--- src/rtl/yamin_pkg.sv ---
// yamin_pkg: core-wide access size and memory attribute types shared by the LSU,
// store buffer and BIU.
package yamin_pkg;

    typedef enum logic [1:0] {
        SIZE_BYTE = 2'd0,
        SIZE_HALF = 2'd1,
        SIZE_WORD = 2'd2
    } size_t;

    typedef struct packed {
        logic shareable;
        logic allocate;
        logic cacheable;
        logic bufferable;
    } attr_t;

endpackage

--- src/rtl/yamin_biu_pkg.sv ---
// yamin_biu_pkg: BIU write-path types: response codes, write-ID count and the
// captured AW/W payload.
package yamin_biu_pkg;

    typedef yamin_pkg::size_t size_t;
    typedef yamin_pkg::attr_t attr_t;

    typedef enum logic [1:0] {
        OKAY   = 2'd0,
        EXOKAY = 2'd1,
        SLVERR = 2'd2,
        DECERR = 2'd3
    } bresp_t;

    localparam int NUM_WIDS_C = 4;

    typedef struct packed {
        logic [31:0] addr;
        size_t       size;
        logic [2:0]  prot;
        logic        lock;
        attr_t       attrs;
        logic [31:0] data;
        logic [3:0]  strb;
    } wr_payload_t;

    function automatic logic [NUM_WIDS_C-1:0] wid_mask(input logic [1:0] wid);
        return 4'b0001 << wid;
    endfunction

endpackage

--- src/rtl/yamin_biu_wid_alloc.sv ---
// yamin_biu_wid_alloc: picks the lowest-index free write ID from a free bitmap.
module yamin_biu_wid_alloc
    import yamin_biu_pkg::*;
(
    input  logic [NUM_WIDS_C-1:0] free_i,
    output logic                  any_free_o,
    output logic [1:0]            idx_o
);
    always_comb begin
        any_free_o = |free_i;
        idx_o      = free_i[0] ? 2'd0 : free_i[1] ? 2'd1 : free_i[2] ? 2'd2 : 2'd3;
    end
endmodule

--- src/rtl/yamin_biu_wr.sv ---
// yamin_biu_wr: accepts store-buffer write requests, drives AW/W with a per-request
// write ID and reports completions, bus faults and exclusive status from B.
module yamin_biu_wr
    import yamin_biu_pkg::*;
#(
    parameter int NUM_WIDS = NUM_WIDS_C
) (
    input  logic        clk,
    input  logic        csysreset_n,
    input  logic        stb_biu_write_req_i,
    input  logic [3:0]  stb_biu_write_slot_i,
    input  logic [31:0] stb_biu_slot0_addr_i,
    input  logic [31:0] stb_biu_slot1_addr_i,
    input  logic [31:0] stb_biu_slot2_addr_i,
    input  logic [31:0] stb_biu_slot3_addr_i,
    input  logic [31:0] stb_biu_write_data_i,
    input  logic [3:0]  stb_biu_write_wstrb_i,
    input  size_t       stb_biu_write_size_i,
    input  logic        stb_biu_write_priv_i,
    input  logic        stb_biu_write_ns_attr_i,
    input  logic        stb_biu_write_dbg_i,
    input  logic        stb_biu_write_strex_i,
    input  attr_t       stb_biu_write_attrs_i,
    output logic        biu_stb_write_ack_o,
    output logic [3:0]  biu_stb_valid_wids_o,
    output logic        aw_valid_o,
    input  logic        aw_ready_i,
    output logic [31:0] aw_addr_o,
    output logic [1:0]  aw_id_o,
    output size_t       aw_size_o,
    output logic [2:0]  aw_prot_o,
    output logic        aw_lock_o,
    output attr_t       aw_attrs_o,
    output logic        w_valid_o,
    input  logic        w_ready_i,
    output logic [31:0] w_data_o,
    output logic [3:0]  w_strb_o,
    input  logic        b_valid_i,
    input  logic [1:0]  b_id_i,
    input  bresp_t      b_resp_i,
    output logic        biu_imp_bus_fault_o,
    output logic        biu_dbg_bus_fault_o,
    output logic        biu_strex_done_o,
    output logic        biu_strex_fail_o
);
    if (NUM_WIDS != NUM_WIDS_C) begin : g_bad_num_wids
        $error("yamin_biu_wr supports only NUM_WIDS = 4");
    end

    logic        hold_valid_q, hold_valid_d, aw_pend_q, aw_pend_d, w_pend_q, w_pend_d;
    wr_payload_t pay_q, pay_d;
    logic [1:0]  wid_q, wid_d, alloc_idx;
    logic [3:0]  out_q, out_d, dbg_q, dbg_d, strex_q, strex_d, alloc_mask, b_mask;
    logic        imp_q, imp_d, dbgf_q, dbgf_d, sdone_q, sdone_d, sfail_q, sfail_d;
    logic        alloc_any, ack, b_hit, b_err;
    logic [31:0] slot_addr;

    yamin_biu_wid_alloc u_alloc (
        .free_i     (~out_q),
        .any_free_o (alloc_any),
        .idx_o      (alloc_idx)
    );

    always_comb begin
        ack          = csysreset_n && stb_biu_write_req_i && !hold_valid_q && alloc_any;
        slot_addr    = ({32{stb_biu_write_slot_i[0]}} & stb_biu_slot0_addr_i)
                     | ({32{stb_biu_write_slot_i[1]}} & stb_biu_slot1_addr_i)
                     | ({32{stb_biu_write_slot_i[2]}} & stb_biu_slot2_addr_i)
                     | ({32{stb_biu_write_slot_i[3]}} & stb_biu_slot3_addr_i);
        alloc_mask   = ack ? wid_mask(alloc_idx) : 4'b0000;
        b_hit        = b_valid_i && out_q[b_id_i];
        b_mask       = b_hit ? wid_mask(b_id_i) : 4'b0000;
        b_err        = (b_resp_i == SLVERR) || (b_resp_i == DECERR);
        aw_pend_d    = ack || (aw_pend_q && !aw_ready_i);
        w_pend_d     = ack || (w_pend_q && !w_ready_i);
        hold_valid_d = aw_pend_d || w_pend_d;
        wid_d        = ack ? alloc_idx : wid_q;
        pay_d        = ack ? wr_payload_t'{
                           addr:  slot_addr,
                           size:  stb_biu_write_size_i,
                           prot:  {1'b0, stb_biu_write_ns_attr_i, stb_biu_write_priv_i},
                           lock:  stb_biu_write_strex_i,
                           attrs: stb_biu_write_attrs_i,
                           data:  stb_biu_write_data_i,
                           strb:  stb_biu_write_wstrb_i} : pay_q;
        // Retire before allocate: a retiring ID is only offered again next cycle.
        out_d        = (out_q & ~b_mask) | alloc_mask;
        dbg_d        = (dbg_q & ~alloc_mask) | ({4{stb_biu_write_dbg_i}} & alloc_mask);
        strex_d      = (strex_q & ~alloc_mask) | ({4{stb_biu_write_strex_i}} & alloc_mask);
        imp_d        = b_hit && b_err && !dbg_q[b_id_i];
        dbgf_d       = b_hit && b_err && dbg_q[b_id_i];
        sdone_d      = b_hit && strex_q[b_id_i];
        sfail_d      = sdone_d && (b_resp_i != EXOKAY);
    end

    always_ff @(posedge clk) begin
        if (!csysreset_n) begin
            hold_valid_q <= 1'b0;
            aw_pend_q    <= 1'b0;
            w_pend_q     <= 1'b0;
            pay_q        <= '0;
            wid_q        <= 2'd0;
            out_q        <= 4'b0000;
            dbg_q        <= 4'b0000;
            strex_q      <= 4'b0000;
            imp_q        <= 1'b0;
            dbgf_q       <= 1'b0;
            sdone_q      <= 1'b0;
            sfail_q      <= 1'b0;
        end else begin
            hold_valid_q <= hold_valid_d;
            aw_pend_q    <= aw_pend_d;
            w_pend_q     <= w_pend_d;
            pay_q        <= pay_d;
            wid_q        <= wid_d;
            out_q        <= out_d;
            dbg_q        <= dbg_d;
            strex_q      <= strex_d;
            imp_q        <= imp_d;
            dbgf_q       <= dbgf_d;
            sdone_q      <= sdone_d;
            sfail_q      <= sfail_d;
        end
    end

    assign biu_stb_write_ack_o  = ack;
    assign biu_stb_valid_wids_o = out_q;
    assign aw_valid_o           = aw_pend_q;
    assign aw_addr_o            = pay_q.addr;
    assign aw_id_o              = wid_q;
    assign aw_size_o            = pay_q.size;
    assign aw_prot_o            = pay_q.prot;
    assign aw_lock_o            = pay_q.lock;
    assign aw_attrs_o           = pay_q.attrs;
    assign w_valid_o            = w_pend_q;
    assign w_data_o             = pay_q.data;
    assign w_strb_o             = pay_q.strb;
    assign biu_imp_bus_fault_o  = imp_q;
    assign biu_dbg_bus_fault_o  = dbgf_q;
    assign biu_strex_done_o     = sdone_q;
    assign biu_strex_fail_o     = sfail_q;

    a_slot_onehot: assert property (@(posedge clk) disable iff (!csysreset_n)
        ack |-> $onehot(stb_biu_write_slot_i));
    a_b_outstanding: assert property (@(posedge clk) disable iff (!csysreset_n)
        b_valid_i |-> out_q[b_id_i]) else $warning("write response for idle ID ignored");
endmodule

--- config.mk ---
export PLATFORM = sky130hd
export DESIGN_NAME = yamin_biu_wr
export DESIGN_NICKNAME = d
export VERILOG_FILES = /design/src/rtl/yamin_pkg.sv /design/src/rtl/yamin_biu_pkg.sv /design/src/rtl/yamin_biu_wid_alloc.sv /design/src/rtl/yamin_biu_wr.sv
export SDC_FILE = /design/constraint.sdc
export NUM_CORES = 1
export LEC_CHECK = 0
export ABC_AREA = 1
export CELL_PAD_IN_SITES_DETAIL_PLACEMENT = 2
export CELL_PAD_IN_SITES_GLOBAL_PLACEMENT = 2
export CORE_MARGIN = 2
export CORE_UTILIZATION = 18
export DETAILED_ROUTE_END_ITERATION = 8
export HOLD_SLACK_MARGIN = 0.03
export PLACE_DENSITY_LB_ADDON = 0.12
export REMOVE_ABC_BUFFERS = 1
export SYNTH_ARGS = -nofsm -noshare
export SYNTH_HDL_FRONTEND = slang
export SYNTH_SLANG_ARGS = --single-unit
--- constraint.sdc ---
create_clock -name clk -period 1.7 [get_ports clk]
set_input_delay 0.425 -clock clk [delete_from_list [all_inputs] [get_ports clk]]
set_output_delay 0.425 -clock clk [all_outputs]
set_load 0.01 [all_outputs]
==> results of run 1 <==
-- placed cells by master (no fill, tap or decap), drive strengths merged --
| master | count |
|---|---|
| clkinv | 3 |
| a21oi | 42 |
| clkinvlp | 2 |
| inv | 21 |
| o21ai | 81 |
| buf | 29 |
| nor3 | 3 |
| nor2 | 107 |
| nand3 | 15 |
| nand2 | 134 |
| nand4 | 2 |
| nand3b | 2 |
| dfxtp | 98 |
| dlymetal6s2s | 50 |
| bufbuf | 1 |
| clkbuf | 9 |
| conb | 1 |
| dlygate4sd2 | 29 |
| clkdlybuf4s50 | 196 |
| a221oi | 32 |
| o21a | 1 |
-- worst paths after layout --
path,end,slack (ns),cells after the start
min reg2reg,register,0.47,2
min,register,0.47,2
max reg2reg,w_data_o[28]$_SDFFE_PN0P_,0.19,9
max,w_data_o[28],0.03,1
-- per-layer routing --
| layer | global-route usage | up-vias |
|---|---|---|
| met5 | 0 | - |
| met4 | 0.0446 | 0 |
| met3 | 0.0725 | 13 |
| met2 | 0.271 | 191 |
| met1 | 0.183 | 2437 |
| li1 | - | 2478 |
-- metrics by stage --
step                      setup WS, ns  utilization  area [µm²]  total power [mW]  hold WS (ns)
after floorplan                 -0.117            -        4030              2.99         0.439
after global placement          -0.495        0.320        7470              3.99         0.460
after detailed placement        -0.505        0.320        7470              4.03         0.464
after CTS                      -0.0926        0.333        7770              6.07         0.476
after global routing           -0.0206        0.338        7890              6.28         0.496
final                           0.0297        0.338        7890              5.93         0.468
-- worst reg2reg max path, cell delays in order (launching register included) --
cell and delay, ns:
dfxtp_1 0.31, nand2_1 0.08, clkinv_2 0.10, nand3_4 0.10, nand2_8 0.06, inv_4 0.07
buf_4 0.17, bufbuf_16 0.38, nor2_1 0.07, nor2_1 0.12
-- where the power goes --
part	internal (mW)	switching (mW)	total [mW]
clock network	1.02	0.996	2.02
registers	2.45	0.0747	2.52
logic	0.786	0.610	1.40
total	4.25	1.68	5.93
-- cell families (layout without fill, tap and decap cells) --
group           Yosys count  after routing
simple gates            263            263
compound gates          156            156
flops                    98             98
buf+inv                  60            340
other cells               1              1
-- state kept, by name (all words and copies together), names as in the netlist, named ones only --
signal	flops
w_valid_o	1
aw_valid_o	1
aw_attrs_o	4
biu_dbg_bus_fault_o	1
aw_addr_o	32
aw_lock_o	1
aw_prot_o	2
w_data_o	32
biu_imp_bus_fault_o	1
biu_strex_fail_o	1
aw_size_o	2
biu_strex_done_o	1
aw_id_o	2
w_strb_o	4
hold_valid_q	1
biu_stb_valid_wids_o	4
-- what timing repair did --
item	in CTS	in global routing
endpoints found under the setup margin	53	102
gates resized for setup	38	50
cloned	1	0
pin swaps	1	2
-- cell type report --
| class | instances | area [µm²] |
|---|---|---|
| clock inverter | 7 | 60.1 |
| fill | 2662 | 15400 |
| clock buffer | 9 | 225 |
| tap | 319 | 399 |
| timing repair buffer | 305 | 3180 |
| inverter | 19 | 75.1 |
| multi-input combinational | 420 | 1990 |
| sequential | 98 | 1960 |
==> metrics.txt, run 1 <==
# TYPE chip_impl_metric gauge
chip_impl_info{name="run_status",value="completed"} 1
chip_impl_metric{name="clkSinkCount",unit=""} 98
chip_impl_metric{name="synth_simple_gate_area_frac",unit=""} 0.249
chip_impl_info{name="hold_path_class",value="reg -> reg"} 1
chip_impl_metric{name="synth.top_cell.area_share",unit=""} 0.461
chip_impl_info{name="cts_root_buf",value="clkbuf_16"} 1
chip_impl_metric{name="avgViaCountPerCell",unit=""} 4.35
chip_impl_metric{name="drv_slew",unit=""} 0
chip_impl_metric{name="postSynthCellCount",unit=""} 578
chip_impl_metric{name="synth_enable_flop_cells",unit=""} 0
chip_impl_metric{name="gpl.final_weighted_congestion",unit=""} 0.741
chip_impl_metric{name="cts_inserted_buffers",unit=""} 9
chip_impl_metric{name="synth-adder-area-share",unit=""} 0
chip_impl_metric{name="ctsHoldBuffers",unit=""} 0
chip_impl_metric{name="number_of_global_route_vias_before_repair",unit=""} 5706
chip_impl_metric{name="via_count",unit=""} 5119
chip_impl_metric{name="number_of_register_bits_inferred_by_synthesis",unit=""} 98
chip_impl_metric{name="cts.htree.levels",unit=""} 3
chip_impl_metric{name="placement_rows",unit=""} 56
chip_impl_info{name="post_synth_most_frequent_cells",value="133 x nand2_1, 105 x nor2_1, 98 x dfxtp_1"} 1
chip_impl_info{name="critical-path-slowest-cell",value="clkdlybuf4s50_1"} 1
chip_impl_metric{name="detail_route.drc_violations",unit=""} 0
chip_impl_info{name="timing.critical_path.to_type",value="primary output"} 1
chip_impl_metric{name="wirelength",unit="µm"} 20100
chip_impl_metric{name="fin_nets",unit=""} 1041
chip_impl_metric{name="m1WireLength",unit="µm"} 8240
chip_impl_metric{name="diodes",unit=""} 0
chip_impl_info{name="route.top_layer_used",value="met4"} 1
chip_impl_metric{name="drtPass1Iterations",unit=""} 4
chip_impl_info{name="worst_path_dominant_cell_family",value="buffers and inverters"} 1
chip_impl_metric{name="syn_area",unit="µm²"} 4250
chip_impl_metric{name="worst_ep_required_time",unit="ns"} 1.27
chip_impl_metric{name="layout_worst_path_cycle_share",unit=""} 0.983
chip_impl_metric{name="hold_violations",unit=""} 0
chip_impl_metric{name="post_cts.repair.setup_buffers",unit=""} 0
chip_impl_metric{name="worstMarginPinSlew",unit="ns"} 0.641
chip_impl_metric{name="remaining_max_slew_budget_at_the_tightest_pin",unit=""} 0.573
chip_impl_metric{name="port-buffer-count",unit=""} 277
chip_impl_metric{name="wl_per_cell",unit="µm"} 17.1
chip_impl_metric{name="floorplan.initialDensity",unit=""} 0.182
chip_impl_metric{name="grt_first_pass_wirelength",unit="µm"} 30700
chip_impl_metric{name="synth_mux_area_frac",unit=""} 0
chip_impl_info{name="critical_path.reg2reg.startpoint",value="biu_stb_valid_wids_o[1]$_SDFF_PN0_"} 1
chip_impl_metric{name="skew",unit="ns"} 0.0147
chip_impl_metric{name="final_cells",unit=""} 1177
chip_impl_metric{name="syn_to_final_growth",unit="%"} 85.5
chip_impl_metric{name="share_of_flip_flops_with_an_asynchronous_set_or_reset_after_synthesis",unit=""} 0
chip_impl_metric{name="clk_path_buf_depth",unit=""} 2
chip_impl_info{name="tritoncts",value="built"} 1
chip_impl_metric{name="cp_slowest_stage_delay",unit="ns"} 0.54
chip_impl_metric{name="max_cap_viol_count",unit=""} 0
chip_impl_metric{name="critical_path.max_fanout",unit=""} 2
chip_impl_metric{name="hpwl",unit="µm"} 15200
chip_impl_metric{name="total_leakage_power",unit="nW"} 3.96
chip_impl_info{name="worst_setup_path_startpoint",value="w_data_o[28]$_SDFFE_PN0P_"} 1
chip_impl_metric{name="setup_violations",unit=""} 0
chip_impl_metric{name="fraction_of_final_layout_cells_sized_beyond_drive_strength_1",unit=""} 0.0711
chip_impl_metric{name="numPlacedInstances",unit=""} 1160
chip_impl_metric{name="globalRouteOverflowTotal",unit=""} 0
chip_impl_metric{name="die-width",unit="µm"} 158
chip_impl_metric{name="ir_worst_vdd",unit="V"} 0.000352
chip_impl_info{name="ys_top_cells_by_area",value="dfxtp_1 46%, nand2_1 12%, o21ai_0 9.5%, nor2_1 9.3%, a221oi_1 6.6%"} 1
chip_impl_metric{name="core_area",unit="µm²"} 23300
chip_impl_metric{name="clkLatencyLatePin",unit="ns"} 0.35
chip_impl_metric{name="grt_antenna_before_repair",unit=""} 2
chip_impl_metric{name="globalRouteTotalUtil",unit=""} 0.161
chip_impl_metric{name="drt.antenna.violating_nets",unit=""} 0
chip_impl_info{name="setup.worst_path.start_class",value="register"} 1
chip_impl_metric{name="chipHeight",unit="µm"} 158
chip_impl_info{name="worstSetupPathType",value="reg -> out"} 1
chip_impl_metric{name="synth_cell_type_count",unit=""} 25
chip_impl_metric{name="dr_wl_met2",unit="µm"} 9570
chip_impl_metric{name="drt_iter0_drc",unit=""} 165
chip_impl_info{name="most_common_cell_in_the_netlist",value="nand2_1"} 1
chip_impl_metric{name="portion_of_the_post_synthesis_area_used_by_sequential_elements",unit=""} 0.461
chip_impl_info{name="synth_top_family_by_area",value="simple AND/OR/NAND/NOR gates"} 1
chip_impl_metric{name="met3_wirelength",unit="µm"} 2050
chip_impl_metric{name="crit_arrival",unit="ns"} 1.25
chip_impl_metric{name="min_period",unit="ns"} 1.67
chip_impl_metric{name="synth_compound_gate_area_share",unit=""} 0.218
chip_impl_metric{name="final.setup.tns",unit="ns"} 0
chip_impl_metric{name="synthesis.area_per_instance",unit="µm²"} 7.36
chip_impl_metric{name="maximum_number_of_pins_on_one_net_before_global_route_repair",unit=""} 64
chip_impl_metric{name="ios",unit=""} 279
chip_impl_metric{name="design.die.area",unit="µm²"} 24900
chip_impl_metric{name="yosys_warnings",unit=""} 0
chip_impl_metric{name="synth-xor-area-share",unit=""} 0
chip_impl_metric{name="crit_buf_inv",unit=""} 1
chip_impl_info{name="worstPathCellList",value="clkdlybuf4s50_1"} 1
chip_impl_info{name="yosys.area.top_type",value="dfxtp_1"} 1
chip_impl_metric{name="power.density",unit="nW/µm²"} 752
chip_impl_info{name="yosys_most_used_dff",value="dfxtp_1"} 1
chip_impl_metric{name="clkTransAtPathRegs",unit="ns"} 0.07
chip_impl_metric{name="timing.fmax",unit="GHz"} 0.599
Note: power is estimated with default switching activity, not from simulation.
==> inputs of run 2 (changes only) <==
--- a/config.mk
+++ b/config.mk
@@ -14,6 +14,7 @@
 export HOLD_SLACK_MARGIN = 0.03
 export PLACE_DENSITY_LB_ADDON = 0.12
 export REMOVE_ABC_BUFFERS = 1
+export SKIP_CTS_REPAIR_TIMING = 1
 export SYNTH_ARGS = -nofsm -noshare
 export SYNTH_HDL_FRONTEND = slang
 export SYNTH_SLANG_ARGS = --single-unit
==> metrics.txt, run 2 (synthesized netlist as in run 1, its figures left out) <==
# TYPE chip_impl_metric gauge
chip_impl_info{name="run_status",value="complete, but fails checks"} 1
chip_impl_info{name="failed_checks",value="negative setup slack"} 1
chip_impl_metric{name="clk_path_buf_depth",unit=""} 2
chip_impl_metric{name="grt_antenna_before_repair",unit=""} 2
chip_impl_info{name="hold_path_class",value="reg -> reg"} 1
chip_impl_metric{name="drv_slew",unit=""} 0
chip_impl_metric{name="ir_worst_vdd",unit="V"} 0.000365
chip_impl_metric{name="avgViaCountPerCell",unit=""} 4.35
chip_impl_metric{name="design.die.area",unit="µm²"} 24900
chip_impl_metric{name="dpl-instance-area",unit="µm²"} 7470
chip_impl_metric{name="worstSetupPathDepth",unit=""} 6
chip_impl_metric{name="grt_first_pass_wirelength",unit="µm"} 30300
chip_impl_metric{name="floorplan.initialDensity",unit=""} 0.182
chip_impl_metric{name="post-route-worst-setup-slack",unit="ns"} -0.0978
chip_impl_metric{name="cts_inserted_buffers",unit=""} 9
chip_impl_metric{name="port-buffer-count",unit=""} 277
chip_impl_metric{name="number_of_inserted_filler_cells_in_the_final_layout",unit=""} 2638
chip_impl_metric{name="chipHeight",unit="µm"} 158
chip_impl_metric{name="remaining_max_slew_budget_at_the_tightest_pin",unit=""} 0.570
chip_impl_metric{name="globalRouteMet3Util",unit=""} 0.0736
chip_impl_metric{name="max_cap_viol_count",unit=""} 0
chip_impl_info{name="critical-path-slowest-cell",value="clkdlybuf4s50_1"} 1
chip_impl_metric{name="final_cells",unit=""} 1180
chip_impl_metric{name="hpwl",unit="µm"} 15200
chip_impl_metric{name="gpl.final_weighted_congestion",unit=""} 0.741
chip_impl_metric{name="worstMarginPinSlew",unit="ns"} 0.644
chip_impl_metric{name="detailedPlace.worstSlack",unit="ns"} -0.505
chip_impl_metric{name="drt_iter0_drc",unit=""} 144
chip_impl_info{name="critical_path.endpoint",value="biu_stb_write_ack_o"} 1
chip_impl_metric{name="wl_per_cell",unit="µm"} 17.7
chip_impl_info{name="globalRoute.busiestLayer",value="met2"} 1
chip_impl_metric{name="report.power.total",unit="mW"} 5.99
chip_impl_metric{name="fin_nets",unit=""} 1044
chip_impl_metric{name="detail_route.drc_violations",unit=""} 0
chip_impl_metric{name="crit_arrival",unit="ns"} 1.37
chip_impl_info{name="setup.worst_path.start_class",value="input port"} 1
chip_impl_metric{name="critical_path.max_fanout",unit=""} 3
chip_impl_metric{name="syn_to_final_growth",unit="%"} 89.0
chip_impl_metric{name="drtPass1Iterations",unit=""} 4
chip_impl_metric{name="final.setup.tns",unit="ns"} -0.140
chip_impl_metric{name="globalRouteOverflowTotal",unit=""} 0
chip_impl_metric{name="placement_rows",unit=""} 56
chip_impl_metric{name="wirelength",unit="µm"} 20800
chip_impl_metric{name="total_leakage_power",unit="nW"} 4.32
chip_impl_metric{name="cts.htree.levels",unit=""} 3
chip_impl_metric{name="cp_slowest_stage_delay",unit="ns"} 0.47
chip_impl_metric{name="setup_violations",unit=""} 3
chip_impl_info{name="tritoncts",value="built"} 1
chip_impl_metric{name="drt.antenna.violating_nets",unit=""} 0
chip_impl_info{name="worstPathCellList",value="clkdlybuf4s50_1 -> nand2_2 -> nor2_4 -> nand2_8 -> inv_4 -> buf_2"} 1
chip_impl_metric{name="power.density",unit="nW/µm²"} 745
chip_impl_metric{name="timing.fmax",unit="GHz"} 0.556
chip_impl_metric{name="globalRouteTotalUtil",unit=""} 0.158
chip_impl_metric{name="min_period",unit="ns"} 1.80
chip_impl_metric{name="hold_violations",unit=""} 0
chip_impl_metric{name="core_area",unit="µm²"} 23300
chip_impl_info{name="final_common_cell",value="clkdlybuf4s50_1"} 1
chip_impl_metric{name="via_count",unit=""} 5132
chip_impl_metric{name="numPlacedInstances",unit=""} 1160
chip_impl_info{name="worstSetupPathType",value="in -> out"} 1
chip_impl_metric{name="r2r_setup_slack",unit="ns"} 0.17
chip_impl_metric{name="clkTransAtPathRegs",unit="ns"} 0.07
chip_impl_info{name="grt_setup_unrepaired",value="yes"} 1
chip_impl_metric{name="die-width",unit="µm"} 158
chip_impl_metric{name="fraction_of_final_layout_cells_sized_beyond_drive_strength_1",unit=""} 0.0743
chip_impl_metric{name="ios",unit=""} 279
chip_impl_info{name="layout.cells.most_common_list",value="197 x clkdlybuf4s50_1, 132 x nand2_1, 104 x nor2_1, 97 x dfxtp_1, 81 x o21ai_0"} 1
chip_impl_metric{name="number_of_global_route_vias_before_repair",unit=""} 5670
chip_impl_metric{name="maximum_number_of_pins_on_one_net_before_global_route_repair",unit=""} 80
chip_impl_info{name="worst_path_dominant_cell_family",value="buffers and inverters"} 1
chip_impl_metric{name="clkSinkCount",unit=""} 98
chip_impl_metric{name="finalInstanceArea",unit="µm²"} 8040
chip_impl_metric{name="crit_buf_inv",unit=""} 3
chip_impl_info{name="timing.critical_path.to_type",value="primary output"} 1
chip_impl_metric{name="hold_slack",unit="ns"} 0.468
chip_impl_metric{name="layout_worst_path_cycle_share",unit=""} 1.06
chip_impl_metric{name="r2r.worst_path.cells",unit=""} 10
chip_impl_metric{name="gr-usage-met1",unit=""} 0.179
chip_impl_info{name="worst_setup_path_startpoint",value="stb_biu_write_req_i"} 1
chip_impl_metric{name="worst_ep_required_time",unit="ns"} 1.27
chip_impl_metric{name="clkLatencyLatePin",unit="ns"} 0.35
chip_impl_metric{name="finish.utilization",unit=""} 0.345
chip_impl_info{name="cts_root_buf",value="clkbuf_16"} 1
chip_impl_metric{name="skew",unit="ns"} 0.0152
chip_impl_metric{name="grtUsageMet2",unit=""} 0.265
chip_impl_info{name="critical_path.reg2reg.startpoint",value="biu_stb_valid_wids_o[1]$_SDFF_PN0_"} 1
chip_impl_metric{name="diodes",unit=""} 0
==> run 2: layer usage <==
layer | share of wire | up-vias | routed length [µm]
met1 | 0.41 | 2443 | 8640
li1 | - | 2486 | -
met3 | 0.10 | 13 | 2100
met4 | 0.012 | 0 | 246
met5 | 0 | - | 0
met2 | 0.47 | 190 | 9860
==> run 2: worst register-to-register path, delay by kind of cell (launching register included) <==
family	cells	cell delay, ns
buffers and inverters	4	0.61
and+or+nand+nor	5	0.45
DFF	1	0.31
AOI/OAI and AO/OA	1	0.05
==> run 2: layout make-up <==
| class | instances | area (µm²) | share of cell area |
|---|---|---|---|
| clock buffers | 9 | 225 | 0.0280 |
| inverters | 19 | 75.1 | 0.00934 |
| clock inverters | 7 | 60.1 | 0.00747 |
| flip-flops and latches | 98 | 1960 | 0.244 |
| repair buffers | 308 | 3320 | 0.412 |
| well taps | 319 | 399 | 0.0496 |
| multi-input cells | 420 | 2000 | 0.249 |
==> run 2: worst min path at each step <==
stage | from | end | slack (ns) | depth (start not counted)
after floorplan | register | register | 0.44 | 2
after global placement | register | register | 0.46 | 2
after detailed placement | register | register | 0.46 | 2
after CTS | register | register | 0.48 | 2
after global routing | aw_id_o[0]$_SDFFE_PN0P_ | aw_id_o[0]$_SDFFE_PN0P_ | 0.50 | 2
final | register | register | 0.47 | 2
==> run 2: report_power, final <==
part	switching [mW]	internal, mW	total (mW)
logic	0.627	0.814	1.44
registers	0.0748	2.45	2.52
clock network	1.01	1.02	2.03
